**config.mk**
```make
export PLATFORM = sky130hd
export DESIGN_NAME = piso_rr_arbiter
export DESIGN_NICKNAME = d
export VERILOG_FILES = /design/src/rtl/piso_pkg.sv /design/src/rtl/rr_pick.sv /design/src/rtl/piso_rr_arbiter.sv
export SDC_FILE = /design/constraint.sdc
export NUM_CORES = 1
export LEC_CHECK = 0
export BUFFER_PORTS_ARGS = -buffer_cell sky130_fd_sc_hd__buf_4
export CAP_MARGIN = 20
export CORE_UTILIZATION = 51
export DETAILED_ROUTE_END_ITERATION = 10
export PLACE_DENSITY = 0.89
export SYNTH_ARGS = -nofsm -noshare
export SYNTH_HDL_FRONTEND = slang
export SYNTH_SLANG_ARGS = --single-unit
```
**constraint.sdc**
```tcl
create_clock -name pclk_i -period 3.05 [get_ports pclk_i]
set_clock_uncertainty 0.05 [all_clocks]
set_input_delay 0.915 -clock pclk_i [delete_from_list [all_inputs] [get_ports pclk_i]]
set_output_delay 0.915 -clock pclk_i [all_outputs]
set_load 0.005 [all_outputs]
```
**src/rtl/piso_pkg.sv**
```systemverilog
// Shared definitions for the piso-side byte path: arbiter state encoding and default sizing.
package piso_pkg;

    localparam int unsigned NUM_REQ_DEF   = 4;
    localparam int unsigned MAX_BURST_DEF = 4;

    typedef enum logic {
        S_IDLE  = 1'b0,
        S_GRANT = 1'b1
    } arb_state_e;

endpackage

```
**src/rtl/rr_pick.sv**
```systemverilog
// Combinational round-robin picker: first set bit of elig searching circularly from last_grant+1.
module rr_pick #(
    parameter int unsigned NUM_REQ = 4,
    parameter int unsigned ID_W    = 2
) (
    input  logic [NUM_REQ-1:0] elig,
    input  logic [ID_W-1:0]    last_grant,
    output logic [NUM_REQ-1:0] onehot,
    output logic [ID_W-1:0]    idx,
    output logic               any
);

    int unsigned     cand;
    logic [ID_W-1:0] cidx;

    always_comb begin
        onehot = '0;
        idx    = '0;
        any    = 1'b0;
        cand   = 0;
        cidx   = '0;
        // offset 1..NUM_REQ wraps back to last_grant itself as the lowest priority
        for (int unsigned i = 1; i <= NUM_REQ; i++) begin
            cand = 32'(last_grant) + i;
            if (cand >= NUM_REQ) begin
                cand = cand - NUM_REQ;
            end
            cidx = ID_W'(cand);
            if (!any && elig[cidx]) begin
                any          = 1'b1;
                idx          = cidx;
                onehot[cidx] = 1'b1;
            end
        end
    end

endmodule

```
**src/rtl/piso_rr_arbiter.sv**
```systemverilog
// Round-robin burst arbiter feeding one registered byte stage into the piso input port.
module piso_rr_arbiter
    import piso_pkg::*;
#(
    parameter int unsigned NUM_REQ   = NUM_REQ_DEF,
    parameter int unsigned MAX_BURST = MAX_BURST_DEF,
    parameter int unsigned ID_W      = $clog2(NUM_REQ)
) (
    input  logic                 pclk_i,
    input  logic                 rst_n_i,
    input  logic [NUM_REQ*8-1:0] req_data_i,
    input  logic [NUM_REQ-1:0]   req_valid_i,
    output logic [NUM_REQ-1:0]   req_ready_o,
    input  logic [NUM_REQ-1:0]   req_mask_i,
    output logic [7:0]           data_o,
    output logic                 valid_o,
    input  logic                 ready_i,
    output logic [ID_W-1:0]      src_o,
    output logic [NUM_REQ-1:0]   grant_o,
    output logic                 busy_o
);

    localparam int unsigned BEAT_W = 8;

    arb_state_e          state_q, state_d;
    logic [ID_W-1:0]     last_grant_q, last_grant_d;
    logic [ID_W-1:0]     gidx_q, gidx_d;
    logic [BEAT_W-1:0]   beat_q, beat_d;
    logic [NUM_REQ-1:0]  grant_q, grant_d;
    logic [7:0]          data_q, data_d;
    logic [ID_W-1:0]     src_q, src_d;
    logic                valid_q, valid_d;

    logic [NUM_REQ-1:0]  elig;
    logic                slot;
    logic [NUM_REQ-1:0]  pick_onehot;
    logic [ID_W-1:0]     pick_idx;
    logic                pick_any;
    logic [7:0]          gbyte;
    logic [NUM_REQ-1:0]  req_ready_c;
    logic                accept;
    logic                rel;

    assign elig = req_valid_i & ~req_mask_i;
    assign slot = !valid_q || ready_i;

    rr_pick #(
        .NUM_REQ (NUM_REQ),
        .ID_W    (ID_W)
    ) u_pick (
        .elig       (elig),
        .last_grant (last_grant_q),
        .onehot     (pick_onehot),
        .idx        (pick_idx),
        .any        (pick_any)
    );

    // Byte of the currently granted requester
    always_comb begin
        gbyte = '0;
        for (int unsigned k = 0; k < NUM_REQ; k++) begin
            if (gidx_q == ID_W'(k)) begin
                gbyte = req_data_i[k*8 +: 8];
            end
        end
    end

    always_ff @(posedge pclk_i or negedge rst_n_i) begin
        if (!rst_n_i) begin
            state_q      <= S_IDLE;
            last_grant_q <= ID_W'(NUM_REQ - 1);
            gidx_q       <= '0;
            beat_q       <= '0;
            grant_q      <= '0;
            data_q       <= '0;
            src_q        <= '0;
            valid_q      <= 1'b0;
        end else begin
            state_q      <= state_d;
            last_grant_q <= last_grant_d;
            gidx_q       <= gidx_d;
            beat_q       <= beat_d;
            grant_q      <= grant_d;
            data_q       <= data_d;
            src_q        <= src_d;
            valid_q      <= valid_d;
        end
    end

    always_comb begin
        state_d      = state_q;
        last_grant_d = last_grant_q;
        gidx_d       = gidx_q;
        beat_d       = beat_q;
        grant_d      = grant_q;
        data_d       = data_q;
        src_d        = src_q;
        valid_d      = valid_q;
        req_ready_c  = '0;
        accept       = 1'b0;
        rel          = 1'b0;

        // The held byte drains in any state once the piso side takes it
        if (valid_q && ready_i) begin
            valid_d = 1'b0;
        end

        case (state_q)
            S_IDLE: begin
                if (pick_any) begin
                    state_d = S_GRANT;
                    grant_d = pick_onehot;
                    gidx_d  = pick_idx;
                end
            end
            S_GRANT: begin
                req_ready_c[gidx_q] = slot && !req_mask_i[gidx_q];
                accept = req_valid_i[gidx_q] && req_ready_c[gidx_q];
                if (accept) begin
                    data_d  = gbyte;
                    src_d   = gidx_q;
                    valid_d = 1'b1;
                    beat_d  = beat_q + BEAT_W'(1);
                end
                rel = (accept && (beat_q == BEAT_W'(MAX_BURST - 1)))
                    || (slot && !req_valid_i[gidx_q])
                    || req_mask_i[gidx_q];
                if (rel) begin
                    state_d      = S_IDLE;
                    last_grant_d = gidx_q;
                    beat_d       = '0;
                    grant_d      = '0;
                end
            end
            default: begin
                state_d = S_IDLE;
            end
        endcase
    end

    assign req_ready_o = req_ready_c;
    assign data_o      = data_q;
    assign valid_o     = valid_q;
    assign src_o       = src_q;
    assign grant_o     = grant_q;
    assign busy_o      = (state_q != S_IDLE) || valid_q;

endmodule

```
==> key figures, run 1 <==
Yosys
  – Sequential area share after synthesis: 0.362
  – Yosys cell types: 40
  – Post-synth ARST share: 1.00
  – Post-Syn Area: ~0.0019 mm2
  – Ranking of synthesized cells by area: dfrtp_1, mux4_2, mux2_1
  – Synth Register Bits: 28
  – Post-synth EDFFs: 0
  – Leading area contributor after synthesis: dfrtp_1
  – Post-synthesis cell count: 175
  – Top_reg_cell synth: dfrtp_1
  – Synth Area per Inst: 11.1 um2
  – Post-synth top area share: 0.335
  – Syn nets: approximately 230
  – Yosys warns: 0

Worst setup path
  – Kind of critical path: input port to output port
  – Reg-to-Reg End: grant_o[1]
  – Worst Reg2Reg Path Length in Cells: 6
  – Worst r2r src: last_grant_q[1]
  – Reg-to-reg slack, setup: 740 ps
  – CP startpoint kind: input port
  – WP data required: approximately 2100 ps
  – Setup crit end kind: output port
  – CP max FO: 3
  – Data arrival, critical path: between 2000 and 2500 ps

Placement
  – Number of port buffers: between 60 and 70
  – Post-DP HPWL: 3720 um
  – RePlAce Congestion: between 0.7 and 0.8

Floorplanning
  – Die H: ~64 um
  – Io pins: 63
  – Core box area: about 0.0037 mm2
  – Die area: between 0.004 and 0.005 mm2
  – DIE WIDTH: 63.7 um
  – Row count: 22
  – Starting Density: 0.530

Global routing
  – Vias in the first global route: 1803
  – GRT overflow: 0
  – Initial antenna violation count: 0
  – Largest net degree at the start of global routing: 29
  – Global-route wire length before repair: 8260 um
  – Total Routing Usage GR: 0.262

Timing
  – Final Hold Viols: 0
  – Period minus WS final: between 3000 and 4000 ps
  – Highest Clock Rate: ~330 MHz
  – RSZ-0062 raised after global routing: true
  – Tcrit/Tclk final: 1.01
  – Max_slew headroom: 0.689
  – Final setup TNS: -25.2 ps
  – Endpoints failing setup: 2
  – Slew at the pin closest to its max-slew limit: approximately 460 ps
  – Fin. max-slew vios: 0
  – Final worst slack: -15.9 ps

Flow run
  – Max-cap violations: 0

Pwr
  – Worst vdd ir: between 600 and 700 uV
  – Lkg Pwr: 1.20 nW
  – Pwr per Cell Area: approximately 840 mW/mm2
  – Overall Power: 0.00220 W

Detailed routing
  – Overall routed net length: around 4900 um
  – Remaining antenna violation count: 0
  – Initial DRC Count: 132
  – First-pass DRT Iterations: 5
  – Vias post-DR: between 1500 and 2000
  – Vias per Instance: between 5 and 6
  – Wirelength per Cell: roughly 17 um
  – DR DRC count: 0

Outcome
  – Status: finished, violations left
  – Violated checks: negative setup slack

Cells and area
  – Share of layout cells above drive strength 1: 0.414
  – Most common cell after layout, fill and taps aside: buf_4
  – Fin nets: ~300
  – Antenna cells: 0
  – Most frequent cells in the layout: buf_4, dfrtp_1, nor2_1
  – Syn-to-layout area delta: 34.6%

Clock network
  – Worst-path clk slew: ~90 ps
  – Clock H-tree levels: 1
  – CTS buffer count: 3
  – Root Driver: clkbuf_8
  – CTS tree: yes
  – Skew-Pair Late Insertion Delay: between 200 and 300 ps
  – Clock Path Buffers: 2
  – Clock sink total: 28

Hold path
  – Hold path start: data_o[7]
  – Hold Path Sink: data_o[7]
  – Hold crit path type: flip-flop to flip-flop
  – Hold path depth: 1
cell families after synthesis:
group / share of synthesized area
simple gates: 0.180
flops: 0.362
mux: 0.237
compound gates: 0.102
buf+inv: 0.0290
fa+ha+maj: 0.0580
xor+xnor: 0.0316
synth_stat cells, types with 2 or more instances:
master	count
xor2_1	6
nand2_1	13
nor2b_1	7
a31oi_1	3
nor3b_1	2
nand3_1	6
nand2b_1	6
inv_1	2
nand4_1	5
a311oi_1	4
ha_1	9
buf_2	3
mux2_1	12
nor2_1	18
clkbuf_1	3
nor3_1	5
and3_1	4
mux4_2	14
dfrtp_1	26
a21oi_1	2
dfstp_2	2
o21a_1	2
a221o_1	4
worst max path at each step:
| stage | start | endpoint | cells after the start |
|---|---|---|---|
| 2_1_floorplan | req_mask_i[3] | req_ready_o[3] | 4 |
| 3_3_place_gp | req_mask_i[3] | req_ready_o[3] | 6 |
| 3_5_place_dp | req_mask_i[3] | req_ready_o[3] | 6 |
| 4_1_cts | req_mask_i[3] | req_ready_o[2] | 7 |
| 5_1_grt | req_mask_i[3] | req_ready_o[2] | 7 |
| 6_report | req_mask_i[3] | req_ready_o[2] | 7 |
metal layers:
metal,part of all wire,up-vias,GRT usage
li1,-,795,-
met1,0.40,862,0.311
met2,0.56,52,0.485
met3,0.022,10,0.0290
met4,0.018,0,0.0852
met5,0,-,0
report_power, final:
group	leakage (nW)	internal [W]	switching [W]
combinational	0.814	0.000667	0.000581
sequential	0.352	0.000516	0.000142
clock	0.0357	0.000176	0.000116
layout make-up:
type                    count  area (um2)
clock buffers               3        41.3
clock inverters             1        30.0
fillers                   276        1050
inverters                   3        11.3
multi-input cells         136        1200
flip-flops and latches     28         703
well taps                  48        60.1
repair buffers             73         563
registers in the layout, summed over array words and instances (netlist names):
| register | cells |
|---|---|
| beat_q | 8 |
| state_q | 1 |
| gidx_q | 2 |
| valid_o | 1 |
| data_o | 8 |
| grant_o | 4 |
| last_grant_q | 2 |
| src_o | 2 |
repair_timing:
action / CTS / global route
hold buffers: 0 / 0
gates cloned: 0 / 0
resized for setup: 8 / 1
buffers inserted: 1 / 1
setup endpoints to repair: 3 / 4
pin swaps: 2 / 2
worst max-delay path, stage by stage:
cell and delay [ps]:
buf_6 90, mux4_2 520, nand2b_4 180, nor2_4 110, nand2_1 60, nor2_1 100, buf_4 120
per-stage QoR:
stage / util / worst slack [ps] / hold WS (ps) / instance area [um2] / std cells
floorplan: - / 173 / 421 / 1940 / 175
global placement: 0.680 / -75.5 / 420 / 2490 / 286
detailed placement: 0.680 / -134 / 429 / 2490 / 286
CTS: 0.710 / -49.8 / 451 / 2600 / 291
global route: 0.714 / -80.2 / 470 / 2610 / 292
finish: 0.714 / -15.9 / 451 / 2610 / 292
(Power assumes the default switching activity.)
==> inputs of run 2 (changes only) <==
--- a/config.mk
+++ b/config.mk
@@ -7,6 +7,7 @@
 export LEC_CHECK = 0
 export BUFFER_PORTS_ARGS = -buffer_cell sky130_fd_sc_hd__buf_4
 export CAP_MARGIN = 20
+export CORE_ASPECT_RATIO = 1.4
 export CORE_UTILIZATION = 51
 export DETAILED_ROUTE_END_ITERATION = 10
 export PLACE_DENSITY = 0.89
==> run 2 against run 1 <==
Effect of this change: the run now ends clean; power shrank 4.3%; final area shrank 0.62%; routed wire length shrank 4.6%; die area is essentially flat; flip-flop and latch count is the same; count of clock-buffer cells in the layout grew 1; via count shrank 0.23%; critical path depth is the same; cell count shrank 2.1%; fmax grew 0.67%; register-to-register slack is essentially flat; critical endpoint unchanged; largest power group unchanged.
==> key figures, run 2 (synthesis results as in run 1) <==
Outcome
  – Status: completed

Pwr
  – Switch Pwr: 0.000811 W (-3.3%)
  – Lkg Pwr: 1.20 nW (-0.49%)
  – P_int: 0.00129 W (-5.0%)
  – Overall Power: 0.00210 W (-4.3%)
  – Clock power frac: 0.108 (-0.025)
  – Reg power frac: 0.311 (+0.012)
  – Gate power share: 0.581 (+0.013)
  – Pwr per Cell Area: 810 mW/mm2 (-3.7%)
  – Worst vdd ir: 567 uV (-6.6%)
  – Sw frac: 0.386 (+0.00411)

Floorplanning
  – Die area: 0.00406 mm2 (about the same)
  – Io pins: 63 (unchanged)
  – DIE WIDTH: 54.1 um (-15%)
  – Starting Density: 0.533 (+0.00255)
  – Row count: 26 (+18%)
  – Die H: 75.0 um (+18%)
  – Core box area: 0.00364 mm2 (-0.48%)

Detailed routing
  – Initial DRC Count: 35 (-73%)
  – Overall routed net length: 4670 um (-4.6%)
  – Vias post-DR: 1715 (-0.23%)
  – Remaining antenna violation count: 0 (unchanged)
  – Vias per Instance: 6.00 (+1.9%)
  – DR DRC count: 0 (unchanged)
  – First-pass DRT Iterations: 4 (-1)
  – Wirelength per Cell: 16.3 um (-2.6%)

Clock network
  – Worst-path clk slew: 90 ps (about the same)
  – CTS buffer count: 3 (unchanged)
  – Skew-Pair Late Insertion Delay: 280 ps (about the same)
  – Root Driver: clkbuf_8
  – CTS tree: yes
  – Clock sink total: 28 (unchanged)
  – Clock Path Buffers: 2 (unchanged)
  – Clock H-tree levels: 1 (unchanged)
  – # hold bufs at CTS: 0 (unchanged)

Hold path
  – Hold path start: src_o[1]
  – Hold crit path type: flip-flop to flip-flop
  – Hold Path Sink: src_o[1]
  – Hold path depth: 1 (unchanged)

Timing
  – Final Hold Viols: 0 (unchanged)
  – Final setup TNS: 0 ps (+25.2 ps)
  – Slew at the pin closest to its max-slew limit: 420 ps (-43.5 ps)
  – Period minus WS final: 3050 ps (-20.4 ps)
  – Fin. max-slew vios: 0 (unchanged)
  – Max_slew headroom: 0.718 (+0.0291)
  – Highest Clock Rate: 328 MHz (+0.67%)
  – Tcrit/Tclk final: 0.999 (-0.00669)
  – RSZ-0062 raised after global routing: true
  – Endpoints failing setup: 0 (-2)

Global routing
  – Initial antenna violation count: 0 (unchanged)
  – Total Routing Usage GR: 0.260 (-0.00175)
  – Vias in the first global route: 1607 (-11%)
  – Largest net degree at the start of global routing: 29 (unchanged)
  – GRT overflow: 0 (unchanged)
  – Global-route wire length before repair: 7540 um (-8.7%)

Cells and area
  – Share of layout cells above drive strength 1: 0.422 (+0.00820)
  – Fin nets: 297 (unchanged)
  – Filler cells: 271 (-1.8%)
  – Most common cell after layout, fill and taps aside: buf_4
  – Most frequent cells in the layout: buf_4, dfrtp_1, nor2_1
  – Syn-to-layout area delta: 33.8%
  – Final std cells w/o fill: 286 (-2.1%)
  – Antenna cells: 0 (unchanged)

Flow run
  – Max-cap violations: 0 (unchanged)

Worst setup path
  – Reg-to-reg slack, setup: 730 ps (about the same)
  – Worst path max stage delay: 510 ps (about the same)
  – Reg-to-Reg End: grant_o[0]
  – Data arrival, critical path: 2080 ps (-20 ps)
  – Kind of critical path: input port to output port
  – Worst r2r src: gidx_q[1]
  – Critical path's slowest cell: mux4_2
  – Setup crit end kind: output port
  – Buf+Inv Stages, Crit Path: 2 (unchanged)
  – WP data required: 2080 ps (about the same)
  – Worst path top cell family by delay: multiplexers
  – CP startpoint kind: input port
  – Critical path, cell by cell: buf_6 -> mux4_2 -> nand2b_4 -> nor2_4 -> nand2_1 -> nor2_1 -> buf_4
  – Worst Reg2Reg Path Length in Cells: 5 (-1)
  – CP max FO: 4 (+1)

Placement
  – RePlAce Congestion: 0.827 (+4.8%)
  – Post-DP HPWL: 3490 um (-6.0%)
  – Dpl cells: 280 (-2.1%)
  – Number of port buffers: 62 (unchanged)
-- run 2: changes by cell type in the layout (fill, tap and decap cells not counted), sizes merged --
cell,delta
bufinv,-1
clkbuf,+1
-- run 2: timing repair --
action                     in CTS  in global routing
pin swaps                       4                  2
gates resized for setup        11                  0
cloned                          0                  0
setup endpoints to repair       4                  3
buffers inserted                1                  1
-- run 2: power by group through the flow --
stage / logic [W] / clock network, W / registers [W]
3_5_place_dp: 0.00119 / 0 / 0.000656
2_1_floorplan: 0.000822 / 0 / 0.000602
5_1_grt: 0.00133 / 0.000246 / 0.000673
4_1_cts: 0.00123 / 0.000229 / 0.000654
6_report: 0.00122 / 0.000226 / 0.000654
3_3_place_gp: 0.00115 / 0 / 0.000649
-- run 2: how the worst max path moves through the flow --
stage,startpoint,end,slack (ps),cells after the start
after CTS,req_mask_i[3],req_ready_o[2],-20,7
after global routing,req_mask_i[3],req_ready_o[2],-50,7
after detailed placement,req_mask_i[3],req_ready_o[3],-110,6
after global placement,req_mask_i[3],req_ready_o[3],-100,6
final,req_mask_i[3],req_ready_o[2],5,7
after floorplan,req_mask_i[3],req_ready_o[3],170,4
-- run 2: stage by stage --
stage          utilization  area [um2]  hold WS, ps  worst slack (ps)
3_3_place_gp         0.681        2480          420              -104
3_5_place_dp         0.681        2480          426              -114
4_1_cts              0.711        2590          447             -22.2
2_1_floorplan            -        1940          421               173
6_report             0.713        2600          445              4.55
5_1_grt              0.713        2600          452             -50.9
-- run 2: cell type report --
class                   instances  area (um2)  share of cell area
clock buffers                   4        55.1              0.0212
flip-flops and latches         28         703               0.271
inverters                       3        11.3             0.00434
multi-input cells             136        1210               0.467
repair buffers                 73         563               0.217
well taps                      42        52.6              0.0202
-- run 2: routing by layer --
metal  track usage  routed length, um  vias to the layer above
met4         0.114                125                        0
met1         0.310               1710                      857
met5             0                  0                        -
met3        0.0283                169                       11
met2         0.461               2660                       54
li1              -                  -                      793
-- run 2: worst reg2reg max path, cell delays in order, from the launching register on --
cell and delay [ps]:
dfrtp_1 400, buf_4 270, mux4_2 570, a21boi_4 170, a211o_1 370, a221o_1 370
